==> src/rtl/vending_machine_def.sv <==
// rtl/vending_machine_def.sv - shared vending machine widths, coin/item tables and FSM states
package vending_machine_def;

   localparam int kNumCoins  = 3;
   localparam int kNumItems  = 4;
   localparam int kTotalBits = 31;

   // Index 0 is the smallest coin; the greedy selector relies on ascending order.
   localparam logic [kNumCoins-1:0][31:0] kCoinValue = {32'd1000, 32'd500, 32'd100};
   localparam logic [kNumItems-1:0][31:0] kItemPrice = {32'd2000, 32'd1000, 32'd500, 32'd400};

   typedef enum logic [1:0] {
      ST_IDLE   = 2'b00,
      ST_ACTIVE = 2'b01,
      ST_RETURN = 2'b10
   } state_e;

   function automatic logic is_onehot(input logic [31:0] v);
      return (v != 32'd0) && ((v & (v - 32'd1)) == 32'd0);
   endfunction

   function automatic logic [kTotalBits-1:0] coin_amount(input logic [kNumCoins-1:0] coin);
      logic [31:0] v;
      v = '0;
      for (int i = 0; i < kNumCoins; i++) begin
         if (coin[i]) v = v | kCoinValue[i];
      end
      return kTotalBits'(v);
   endfunction

   function automatic logic [kTotalBits-1:0] item_price(input logic [kNumItems-1:0] item);
      logic [31:0] v;
      v = '0;
      for (int i = 0; i < kNumItems; i++) begin
         if (item[i]) v = v | kItemPrice[i];
      end
      return kTotalBits'(v);
   endfunction

endpackage

==> src/rtl/change_coin_select.sv <==
// rtl/change_coin_select.sv - greedy pick of the largest coin not exceeding the remaining total
module change_coin_select
   import vending_machine_def::*;
(
   input  logic [kTotalBits-1:0] i_total,
   output logic [kNumCoins-1:0]  o_coin,
   output logic [kTotalBits-1:0] o_value
);

   always_comb begin
      o_coin  = '0;
      o_value = '0;
      // Ascending scan: the last fitting coin wins, which is the largest one.
      for (int i = 0; i < kNumCoins; i++) begin
         if (kCoinValue[i] <= 32'(i_total)) begin
            o_coin  = kNumCoins'(1) << i;
            o_value = kTotalBits'(kCoinValue[i]);
         end
      end
   end

endmodule

==> src/rtl/check_time_and_coin.sv <==
// rtl/check_time_and_coin.sv - credit accumulator with inactivity timeout and greedy change return
module check_time_and_coin
   import vending_machine_def::*;
#(
   parameter int kWaitTime = 10,
   parameter int kMaxTotal = 100000
) (
   input  logic                  clk,
   input  logic                  reset_n,
   input  logic [kNumCoins-1:0]  i_input_coin,
   input  logic [kNumItems-1:0]  i_output_item,
   input  logic                  i_trigger_return,
   output logic [kTotalBits-1:0] o_input_total,
   output logic [31:0]           o_wait_time,
   output logic [kNumCoins-1:0]  o_return_coin,
   output logic                  o_busy
);

   localparam logic [kTotalBits:0] kMaxTotalW = (kTotalBits+1)'(kMaxTotal);
   localparam logic [31:0]         kWaitTimeW = 32'(kWaitTime);

   state_e                state_q, state_d;
   logic [kTotalBits-1:0] total_q, total_d;
   logic [31:0]           wait_q, wait_d;
   logic [kNumCoins-1:0]  ret_coin_q, ret_coin_d;
   logic [kTotalBits-1:0] ret_amt_q, ret_amt_d;
   logic                  busy_q, busy_d;

   logic                  coin_vld, grant_vld, coin_ok, grant_ok;
   logic [kTotalBits-1:0] coin_amt, price_amt, avail;
   logic [kTotalBits:0]   sum_w;
   logic [kNumCoins-1:0]  sel_coin;
   logic [kTotalBits-1:0] sel_value;

   assign coin_vld  = is_onehot(32'(i_input_coin));
   assign grant_vld = is_onehot(32'(i_output_item));
   assign coin_amt  = coin_amount(i_input_coin);
   assign price_amt = item_price(i_output_item);

   // Coin is applied first so a same-cycle grant may spend the new credit.
   assign sum_w    = {1'b0, total_q} + {1'b0, coin_amt};
   assign coin_ok  = coin_vld && (sum_w <= kMaxTotalW);
   assign avail    = coin_ok ? sum_w[kTotalBits-1:0] : total_q;
   assign grant_ok = grant_vld && (price_amt <= avail);

   always_comb begin
      state_d = state_q;
      total_d = total_q;
      wait_d  = wait_q;
      case (state_q)
         ST_IDLE: begin
            total_d = '0;
            wait_d  = '0;
            if (coin_vld && ({1'b0, coin_amt} <= kMaxTotalW)) begin
               state_d = ST_ACTIVE;
               total_d = coin_amt;
               wait_d  = kWaitTimeW;
            end
         end
         ST_ACTIVE: begin
            if (i_trigger_return || (wait_q == 32'd0)) begin
               wait_d  = '0;
               state_d = (total_q == '0) ? ST_IDLE : ST_RETURN;
            end else if (coin_ok || grant_ok) begin
               total_d = avail - (grant_ok ? price_amt : '0);
               wait_d  = kWaitTimeW;
            end else begin
               wait_d = wait_q - 32'd1;
            end
         end
         ST_RETURN: begin
            wait_d = '0;
            // A remainder no coin can pay out is dropped rather than stalling the FSM.
            if ((ret_amt_q == '0) || (ret_amt_q > total_q)) begin
               state_d = ST_IDLE;
               total_d = '0;
            end else begin
               total_d = total_q - ret_amt_q;
               state_d = (total_q == ret_amt_q) ? ST_IDLE : ST_RETURN;
            end
         end
         default: begin
            state_d = ST_IDLE;
            total_d = '0;
            wait_d  = '0;
         end
      endcase
   end

   change_coin_select u_change_coin_select (
      .i_total (total_d),
      .o_coin  (sel_coin),
      .o_value (sel_value)
   );

   // The coin shown during a RETURN cycle is the one deducted at the end of it.
   assign busy_d     = (state_d == ST_RETURN);
   assign ret_coin_d = busy_d ? sel_coin : '0;
   assign ret_amt_d  = busy_d ? sel_value : '0;

   always_ff @(posedge clk or negedge reset_n) begin
      if (!reset_n) begin
         state_q    <= ST_IDLE;
         total_q    <= '0;
         wait_q     <= '0;
         ret_coin_q <= '0;
         ret_amt_q  <= '0;
         busy_q     <= 1'b0;
      end else begin
         state_q    <= state_d;
         total_q    <= total_d;
         wait_q     <= wait_d;
         ret_coin_q <= ret_coin_d;
         ret_amt_q  <= ret_amt_d;
         busy_q     <= busy_d;
      end
   end

   assign o_input_total = total_q;
   assign o_wait_time   = wait_q;
   assign o_return_coin = ret_coin_q;
   assign o_busy        = busy_q;

endmodule
==> config.mk <==
export PLATFORM = sky130hd
export DESIGN_NAME = check_time_and_coin
export DESIGN_NICKNAME = d
export VERILOG_FILES = /design/src/rtl/vending_machine_def.sv /design/src/rtl/change_coin_select.sv /design/src/rtl/check_time_and_coin.sv
export SDC_FILE = /design/constraint.sdc
export NUM_CORES = 1
export LEC_CHECK = 0
export CORE_MARGIN = 4
export CORE_UTILIZATION = 45
export DETAILED_ROUTE_END_ITERATION = 10
export DONT_BUFFER_PORTS = 1
export PLACE_DENSITY = 0.65
export SKIP_LAST_GASP = 1
export SLEW_MARGIN = 20
export SYNTH_ARGS = -nofsm -noshare
export SYNTH_HDL_FRONTEND = slang
export SYNTH_SLANG_ARGS = --single-unit
==> constraint.sdc <==
create_clock -name clk -period 8.5 [get_ports clk]
set_input_delay 0.85 -clock clk [delete_from_list [all_inputs] [get_ports clk]]
set_output_delay 0.85 -clock clk [all_outputs]
set_load 0.01 [all_outputs]
==> reports/metrics.cfg, run 1 <==
[detailed_routing]
via_per_inst = 6.49
wl_met1_um = 13500
wl_per_cell_um = 22.9
num_vias = 9066
met3_length_um = 3770
top_layer = met5
met2_length_um = 13600
wl_um = 32000
dr.first_iter.drc_count = 1189
first_pass_iters = 6
drc = 0
drtAntennaViolNets = 0

[worst_hold_path]
hold_class = primary input to async pin

[synth]
ys.warnings.count = 0
avgSynthCellArea_um2 = 7.63
yosysTopAreaCellShare_pct = 23.6
synth_area_mm2 = 0.00763
netlist_instances = 1001
synth_edf_count = 0
ys_seq_area_share_pct = 23.6
yosys-top-cells-area = dfrtp_1, ha_1, nor2_1, xnor2_1, nand2_1
synthArstFlopShare_pct = 100
synth_cell_type_count = 91
synth-seq-cells = 72
synthFlopType = dfrtp_1
syn_nets = 1048
yosys.area.top_type = dfrtp_1

[floorplan]
design.core.area_mm2 = 0.0166
ioPinCount = 77
initial_core_util_pct = 46.0
dieHeight_um = 138
rows = 47
fp.dieArea_mm2 = 0.0191
dieWidth_um = 138

[worst_setup_path]
worstPathRequired_ns = 8.74
cp-start-kind = primary input
r2r_slack_ns = 0.03
path_class = primary input to register
rr_worst_depth = 37
r2r_end = ret_amt_q[8]
critPathSlowestCell = or4_4
critical_path.max_fanout = 7
startpoint = i_input_coin[0]
reg2reg_from = o_input_total[2]
endpoint_kind = register
cp_slowest_stage_delay_ns = 0.62
cp.arrival_ns = 9.01

[final_layout]
final_cell_area_mm2 = 0.00989
nFillCells = 1561
final_util_pct = 59.6
n_antenna_cell = 0
layout_commonest_cell = buf_4
nets = 1219
area_growth_pct = 29.5
drive_gt1_share_pct = 26.6
final_cell_mix = buf_4, nor2_1, nand2_1

[placed_design]
post-place-ws_ns = -0.694
dp_hpwl_um = 24800
placed_cell_area_mm2 = 0.00923
numPortBuffers = 0
gp_congestion = 1.06

[sta]
fin_crit_ns = 8.77
worst_pin_slew_ns = 1.02
hold_violations = 0
setup_viol = 6
max_slew_margin_pct = 31.9
fin_ws_ns = -0.269
clock_skew_ns = 0.0132
fmax_mhz = 114
drv_slew = 0
rsz0062_at_grt = true
post-route-period-util_pct = 103
fin_tns_setup_ns = -1.22

[global_route]
antenna_found_initial = 1
grtUsageTotal_pct = 32.1
grt_pass1_wl_um = 49100
grt_pass1_vias = 8407
grt_overflow = 0
grt_max_degree = 73

[clock_tree]
cts_sinks = 72
cts_hold_buf = 0
cts-root-buf = clkbuf_16
cts.reportedPaths.clkPinSlew_ns = 0.06
cts_tree = yes
cts_buffer_depth = 2
cts_buffers = 9
clk_latency_ns = 0.35
htree_levels = 3

[run_status]
violations = negative setup slack
outcome = finished, violations left

[flow_run]
drv_cap = 0

cell type report:
cell class                 instances  area, µm²  share of cell area, %
clock buffer                      10        239                   2.42
sequential                        72       1800                   18.2
tap                              220        275                   2.78
timing repair buffer             207       1560                   15.8
multi-input combinational        842       5790                   58.6
clock inverter                     6       67.6                  0.683
inverter                          40        150                   1.52
worst max-delay path: cells and delay by family:
family	cells	cell delay, ns
fa+ha+maj	5	1.40
compound gates	16	3.42
xor+xnor	1	0.11
buf+inv	3	0.32
mux	1	0.25
simple gates	12	2.64
cell families after synthesis:
kind of cell    count (synthesis)  share of synthesized area, %
mux                             9                          1.21
buf+inv                        88                          4.69
fa+ha+maj                      38                          6.49
flops                          72                          23.6
compound gates                287                          26.5
xor+xnor                       57                          6.54
simple gates                  450                          31.0
flip-flops by register name (all words and copies together), names as in the netlist:
name	flops
o_busy	1
o_wait_time	32
state_q	2
ret_amt_q	4
o_return_coin	2
o_input_total	31
through the flow:
step                hold slack (ns)  std cells
finish                        0.200       1397
global route                  0.185       1397
CTS                           0.188       1391
detailed placement            0.556       1356
global placement              0.556       1356
floorplan                     0.528       1001
cells in the mapped netlist, drive strengths merged (6+ instances only):
cell type and count:
xnor2 39, nand2 88, a31oi 14, nand3 33, clkbuf 39, nand4 18, xor2 18, nand2b 11
a21oi 58, o211ai 16, buf 9, nor3 46, a211o 6, nor2 110, mux2i 7, or3 14
o21a 12, a41oi 6, nor4 30, a31o 6, and3 20, o31ai 8, or4 15, and2 21
o21ai 58, nor4b 6, dfrtp 72, a211oi 8, inv 40, ha 34, a21o 17, or2 14
repair_timing:
| item | in CTS | in global routing |
|---|---|---|
| pin swaps | 31 | 22 |
| gates resized for setup | 24 | 13 |
| setup endpoints to repair | 6 | 7 |
| buffers inserted | 18 | 6 |
| gates cloned | 1 | 0 |
how the worst max path moves through the flow:
stage	to
2_1_floorplan	ret_amt_q[8]
3_3_place_gp	ret_amt_q[8]
3_5_place_dp	ret_amt_q[8]
4_1_cts	ret_amt_q[8]
5_1_grt	ret_amt_q[8]
6_report	ret_amt_q[8]
per-layer routing:
metal  track usage, %  vias up
li1                 -     4106
met1             44.6     4337
met2             47.4      533
met3             9.50       88
met4             11.8        2
met5                0        -
Power of run 1 is not shown: default switching activity piles up to over one toggle a cycle in this logic, so the estimate is an artifact.
==> inputs of run 2 (changes only) <==
--- a/config.mk
+++ b/config.mk
@@ -11,7 +11,7 @@
 export DONT_BUFFER_PORTS = 1
 export PLACE_DENSITY = 0.65
 export SKIP_LAST_GASP = 1
-export SLEW_MARGIN = 20
+export SLEW_MARGIN = 15
 export SYNTH_ARGS = -nofsm -noshare
 export SYNTH_HDL_FRONTEND = slang
 export SYNTH_SLANG_ARGS = --single-unit
==> results of run 2 <==
Same layout as run 1: the final DEF is identical, and so are final timing and power.
Power of run 2 is left out for the same reason.
